===== src/rtl/mc_flag_gen_pkg.sv =====
// rtl/mc_flag_gen_pkg.sv - shared defaults, count-op encoding and width helper for mc_flag_gen
package mc_flag_gen_pkg;

    localparam int DEF_CH_NUM   = 3;
    localparam int DEF_PTR_WIDE = 3;
    localparam int DEF_MAX_CNT  = 8;
    localparam int DEF_AF_LVL   = 6;
    localparam int DEF_AE_LVL   = 2;

    typedef enum logic [1:0] {
        CNT_HOLD = 2'b00,
        CNT_INC  = 2'b01,
        CNT_DEC  = 2'b10,
        CNT_CLR  = 2'b11
    } cnt_op_t;

    // One extra bit over the pointer so the count can represent MAX_CNT itself.
    function automatic int slack_w(input int ptr_wide);
        return ptr_wide + 1;
    endfunction

endpackage


===== src/rtl/mc_flag_chan.sv =====
// rtl/mc_flag_chan.sv - single-channel occupancy counter with acks, level flags and sticky errors
module mc_flag_chan
    import mc_flag_gen_pkg::*;
#(
    parameter int PTR_WIDE = DEF_PTR_WIDE,
    parameter int MAX_CNT  = DEF_MAX_CNT,
    parameter int AF_LVL   = DEF_AF_LVL,
    parameter int AE_LVL   = DEF_AE_LVL
) (
    input  logic                         clk,
    input  logic                         rst,
    input  logic                         wr_en,
    input  logic                         rd_en,
    input  logic                         flush,
    input  logic                         err_clr,
    output logic                         full,
    output logic                         empty,
    output logic                         almost_full,
    output logic                         almost_empty,
    output logic [slack_w(PTR_WIDE)-1:0] slack,
    output logic                         wr_ack,
    output logic                         rd_ack,
    output logic                         overflow,
    output logic                         underflow
);

    localparam int            SW    = slack_w(PTR_WIDE);
    localparam logic [SW-1:0] MAX_C = SW'(MAX_CNT);
    localparam logic [SW-1:0] AF_C  = SW'(AF_LVL);
    localparam logic [SW-1:0] AE_C  = SW'(AE_LVL);

    logic [SW-1:0] count;
    logic          ovf_q;
    logic          unf_q;
    logic          wr_rej;
    logic          rd_rej;
    cnt_op_t       op;

    // Level flags decode straight from the count register.
    assign full         = (count == MAX_C);
    assign empty        = (count == '0);
    assign almost_full  = (count >= AF_C);
    assign almost_empty = (count <= AE_C);
    assign slack        = MAX_C - count;

    // A simultaneous read frees a slot, so a write into a full FIFO is still taken.
    assign wr_ack = wr_en & (~full | rd_en);
    assign rd_ack = rd_en & ~empty;
    assign wr_rej = wr_en & ~wr_ack;
    assign rd_rej = rd_en & ~rd_ack;

    assign overflow  = ovf_q;
    assign underflow = unf_q;

    // Select the count update; flush overrides both strobes.
    always_comb begin
        op = CNT_HOLD;
        if (flush) begin
            op = CNT_CLR;
        end else if (wr_ack && !rd_ack) begin
            op = CNT_INC;
        end else if (rd_ack && !wr_ack) begin
            op = CNT_DEC;
        end
    end

    // Count and sticky error state; a new error beats err_clr in the same cycle.
    always_ff @(posedge clk) begin
        if (rst) begin
            count <= '0;
            ovf_q <= 1'b0;
            unf_q <= 1'b0;
        end else begin
            case (op)
                CNT_CLR:  count <= '0;
                CNT_INC:  count <= count + 1'b1;
                CNT_DEC:  count <= count - 1'b1;
                default:  count <= count;
            endcase
            if (flush) begin
                ovf_q <= 1'b0;
                unf_q <= 1'b0;
            end else begin
                if (wr_rej) begin
                    ovf_q <= 1'b1;
                end else if (err_clr) begin
                    ovf_q <= 1'b0;
                end
                if (rd_rej) begin
                    unf_q <= 1'b1;
                end else if (err_clr) begin
                    unf_q <= 1'b0;
                end
            end
        end
    end

endmodule


===== src/rtl/mc_flag_gen.sv =====
// rtl/mc_flag_gen.sv - multi-channel FIFO flag generator, one mc_flag_chan per channel
module mc_flag_gen
    import mc_flag_gen_pkg::*;
#(
    parameter int CH_NUM   = DEF_CH_NUM,
    parameter int PTR_WIDE = DEF_PTR_WIDE,
    parameter int MAX_CNT  = DEF_MAX_CNT,
    parameter int AF_LVL   = DEF_AF_LVL,
    parameter int AE_LVL   = DEF_AE_LVL
) (
    input  logic                                clk,
    input  logic                                rst,
    input  logic [CH_NUM-1:0]                   wr_en,
    input  logic [CH_NUM-1:0]                   rd_en,
    input  logic [CH_NUM-1:0]                   flush,
    input  logic [CH_NUM-1:0]                   err_clr,
    output logic [CH_NUM-1:0]                   full,
    output logic [CH_NUM-1:0]                   empty,
    output logic [CH_NUM-1:0]                   almost_full,
    output logic [CH_NUM-1:0]                   almost_empty,
    output logic [CH_NUM*slack_w(PTR_WIDE)-1:0] slack,
    output logic [CH_NUM-1:0]                   wr_ack,
    output logic [CH_NUM-1:0]                   rd_ack,
    output logic [CH_NUM-1:0]                   overflow,
    output logic [CH_NUM-1:0]                   underflow,
    output logic                                any_full,
    output logic                                any_err
);

    localparam int SW = slack_w(PTR_WIDE);

    // Reject parameter sets the counter cannot represent or whose thresholds overlap.
    if (MAX_CNT > (1 << PTR_WIDE)) begin : g_chk_depth
        $fatal(1, "mc_flag_gen: MAX_CNT exceeds 2**PTR_WIDE");
    end
    if (AE_LVL >= AF_LVL) begin : g_chk_levels
        $fatal(1, "mc_flag_gen: AE_LVL must be below AF_LVL");
    end
    if (AF_LVL > MAX_CNT) begin : g_chk_af
        $fatal(1, "mc_flag_gen: AF_LVL exceeds MAX_CNT");
    end

    // Independent per-channel cores.
    for (genvar i = 0; i < CH_NUM; i++) begin : g_chan
        mc_flag_chan #(
            .PTR_WIDE (PTR_WIDE),
            .MAX_CNT  (MAX_CNT),
            .AF_LVL   (AF_LVL),
            .AE_LVL   (AE_LVL)
        ) u_chan (
            .clk          (clk),
            .rst          (rst),
            .wr_en        (wr_en[i]),
            .rd_en        (rd_en[i]),
            .flush        (flush[i]),
            .err_clr      (err_clr[i]),
            .full         (full[i]),
            .empty        (empty[i]),
            .almost_full  (almost_full[i]),
            .almost_empty (almost_empty[i]),
            .slack        (slack[i*SW +: SW]),
            .wr_ack       (wr_ack[i]),
            .rd_ack       (rd_ack[i]),
            .overflow     (overflow[i]),
            .underflow    (underflow[i])
        );
    end

    assign any_full = |full;
    assign any_err  = |{overflow, underflow};

endmodule


===== config.mk =====
export PLATFORM = sky130hd
export DESIGN_NAME = mc_flag_gen
export DESIGN_NICKNAME = d
export VERILOG_FILES = /design/src/rtl/mc_flag_gen_pkg.sv /design/src/rtl/mc_flag_chan.sv /design/src/rtl/mc_flag_gen.sv
export SDC_FILE = /design/constraint.sdc
export NUM_CORES = 1
export LEC_CHECK = 0
export BUFFER_PORTS_ARGS = -buffer_cell sky130_fd_sc_hd__buf_2
export CAP_MARGIN = 20
export CORE_MARGIN = 4
export CORE_UTILIZATION = 52
export DETAILED_ROUTE_END_ITERATION = 12
export GPL_TIMING_DRIVEN = 0
export PLACE_DENSITY = 0.8
export SLEW_MARGIN = 20
export SYNTH_ARGS = -nofsm -noshare
export SYNTH_HDL_FRONTEND = slang
export SYNTH_SLANG_ARGS = --single-unit

===== constraint.sdc =====
create_clock -name clk -period 3.4 [get_ports clk]
set_input_delay 0.17 -clock clk [delete_from_list [all_inputs] [get_ports clk]]
set_output_delay 0.17 -clock clk [all_outputs]
set_load 0.01 [all_outputs]

==> metrics.txt <==
Final Worst Setup Slack 0.284 ns; initial drt markers 40; NumNets Final roughly 320; critical path type register to register; first-pass GRT wire length 5930 um; Pwr Density 370 nW/um2; final-layout fill cell count approximately 320; Post-DP HPWL a little under 3000 um; initial antenna violation count 0; worst vdd ir roughly 0.25 mV; CTS H-tree depth 1; R2R depth 14; Slew Limit Headroom 0.653; setup repair after global routing missed its margin false; Inserted Clock Buffers 3; residual DRC count 0; setup TNS 0 ns; WL per Instance 11.0 um; setup violators final 0; Critical R2R Launch g_chan[0].u_chan.count[1]; via/cell ratio approximately 5; placed insts approximately 330; Seq/Total Area, Yosys 0.202; layout cells sized above 1 0.339; Final period util 0.917; WP data required roughly 3.6 ns; vias in the first global route around 1.4k; critical path arrival ~3.3 ns; vias post-DR 1633; CTS tree done; final slew viol count 0; worst skew pair latency 0.30 ns; Worst Tran Pin Value roughly 0.52 ns; Leak ~1.1 nW; DRT Pass-1 Iters 4; Core ar. around 3300 um2; Synth top area share 0.202; cell taking the most area after synthesis dfxtp_1; Site Rows 21; Die Y between 60 and 70 um; DIE WIDTH ~67 um; final hold vios 0; largest net degree at the start of global routing 11; Buffers on Ports about 50; ant diodes 0; Avg Cell Area, Syn just under 8 um2; Area Growth Syn to Fin 19.5%; clock slew at reported path FFs approximately 0.11 ns; post-CTS setup buffers 0; Setup crit start kind register; prevailing post-synth register cell dfxtp_1; Ys Warns 0; largest fanout on the critical path 8; Final ANT Viol Nets 0; die area around 4400 um2; syn_nets approximately 260; synth top area cells dfxtp_1, ha_1, buf_4, a21oi_1, xor2_1; worst clock skew 0.00200 ns; hold_sp flush[0]; initial core utilization 0.536; cell area after synthesis ~1800 um2; crit path launch g_chan[0].u_chan.count[1]; post-synthesis register bit count 18; Layout Utilization 0.640; status completed; max-cap violation count 0; Cells after Synth between 200 and 250; post-layout min period just over 3 ns; Hold WS roughly 0.075 ns; Distinct cells, synth 35; Setup WS pre-CTS 0.301 ns; clock sink count 18; Worst Hold Path Cells 2; cts hold-fix bufs 0; Highest Clock Rate 321 MHz; grt total ovfl 0; Finished Layout Cells around 330; Post-CTS Resized 0; Crit. End Element register; Post-synth EDFFs 0; CTS root buffer clkbuf_4; GRT Total Usage 0.169; Longest Clk Path Bufs 2; final wirelength 3620 um; Hold/Removal Path Class primary input to register; asr flop ratio synth 0; IO Pins 52; RePlAce Congestion between 0.8 and 0.9
[power by group]
group | switching [mW] | internal, mW | leakage [nW] | total, mW
clock | 0.0721 | 0.0653 | 0.0210 | 0.137
sequential | 0.0160 | 0.227 | 0.147 | 0.243
combinational | 0.208 | 0.204 | 0.965 | 0.411
[cells in the mapped netlist, drive strengths merged, types with 5 or more instances]
cell type  number
ha             21
clkbuf          6
inv            14
buf            34
nor2b           8
or4             5
nor3b           7
nand3b         10
dfxtp          18
o21ai           6
xor2           10
nor3           13
nor2           19
a21oi          17
nand2           9
[registers in the layout (all words and copies together), names as in the netlist]
name / cells
g_chan.u_chan.underflow: 3
g_chan.u_chan.count: 12
g_chan.u_chan.overflow: 3
[layout make-up]
| type | instances | area [um2] | area share |
|---|---|---|---|
| multi-input cells | 156 | 1100 | 0.516 |
| flip-flops and latches | 18 | 360 | 0.169 |
| plain buffers | 40 | 272 | 0.127 |
| repair buffers | 51 | 255 | 0.119 |
| well taps | 46 | 57.6 | 0.0269 |
| inverters | 14 | 52.6 | 0.0246 |
| clock buffers | 4 | 36.3 | 0.0170 |
[routing by layer]
metal | GRT usage | up-vias | share of wire
li1 | - | 856 | -
met1 | 0.209 | 735 | 0.46
met2 | 0.296 | 36 | 0.47
met3 | 0.0337 | 6 | 0.062
met4 | 0.0431 | 0 | 0.0099
met5 | 0 | - | 0
[metrics by stage]
stage          total power, mW  cell area [um2]
2_1_floorplan            0.548             1790
3_3_place_gp             0.654             2100
3_5_place_dp             0.662             2100
4_1_cts                  0.798             2140
5_1_grt                  0.856             2140
6_report                 0.792             2140
[layout by cell type, fill, tap and decap left out, types with 2 or more instances in the layout]
cell       n
a211o_1    2
a21o_1     4
a21oi_1   17
a22oi_1    2
a31oi_1    4
buf_2     55
buf_4     29
clkbuf_1   6
clkbuf_4   3
dfxtp_1   18
ha_1      21
inv_1     14
nand2_1    9
nand2b_1   2
nand3b_1  10
nor2_1    19
nor2b_1    8
nor3_1    12
nor3b_1    7
o21a_1     3
o21ai_0    5
or2_2      4
or4_1      5
xnor2_1    3
xor2_1     9
[path summary, 6_finish.rpt]
path                                                   end  slack [ns]
worst min register to register  g_chan[1].u_chan.underflow        0.53
worst max-delay path             g_chan[0].u_chan.count[2]        0.28
worst min-delay path             g_chan[0].u_chan.overflow        0.08
worst max register to register   g_chan[0].u_chan.count[2]        0.28
[logic make-up after synthesis]
logic type      share of synthesized area
simple gates                        0.259
buf+inv                             0.181
compound gates                      0.143
fa+ha+maj                           0.147
flops                               0.202
xor+xnor                           0.0679
[worst max-delay path, cell delays in order (launching register included)]
cell	delay, ns
dfxtp_1	0.33
buf_2	0.16
inv_1	0.10
ha_1	0.18
nor3b_1	0.32
nand2b_1	0.20
nor2_1	0.06
or2_2	0.29
ha_1	0.25
xor2_1	0.16
ha_1	0.18
a21oi_1	0.14
xor2_1	0.10
or4_1	0.40
a31oi_1	0.17
No activity file was read; power rests on OpenSTA's default activity.
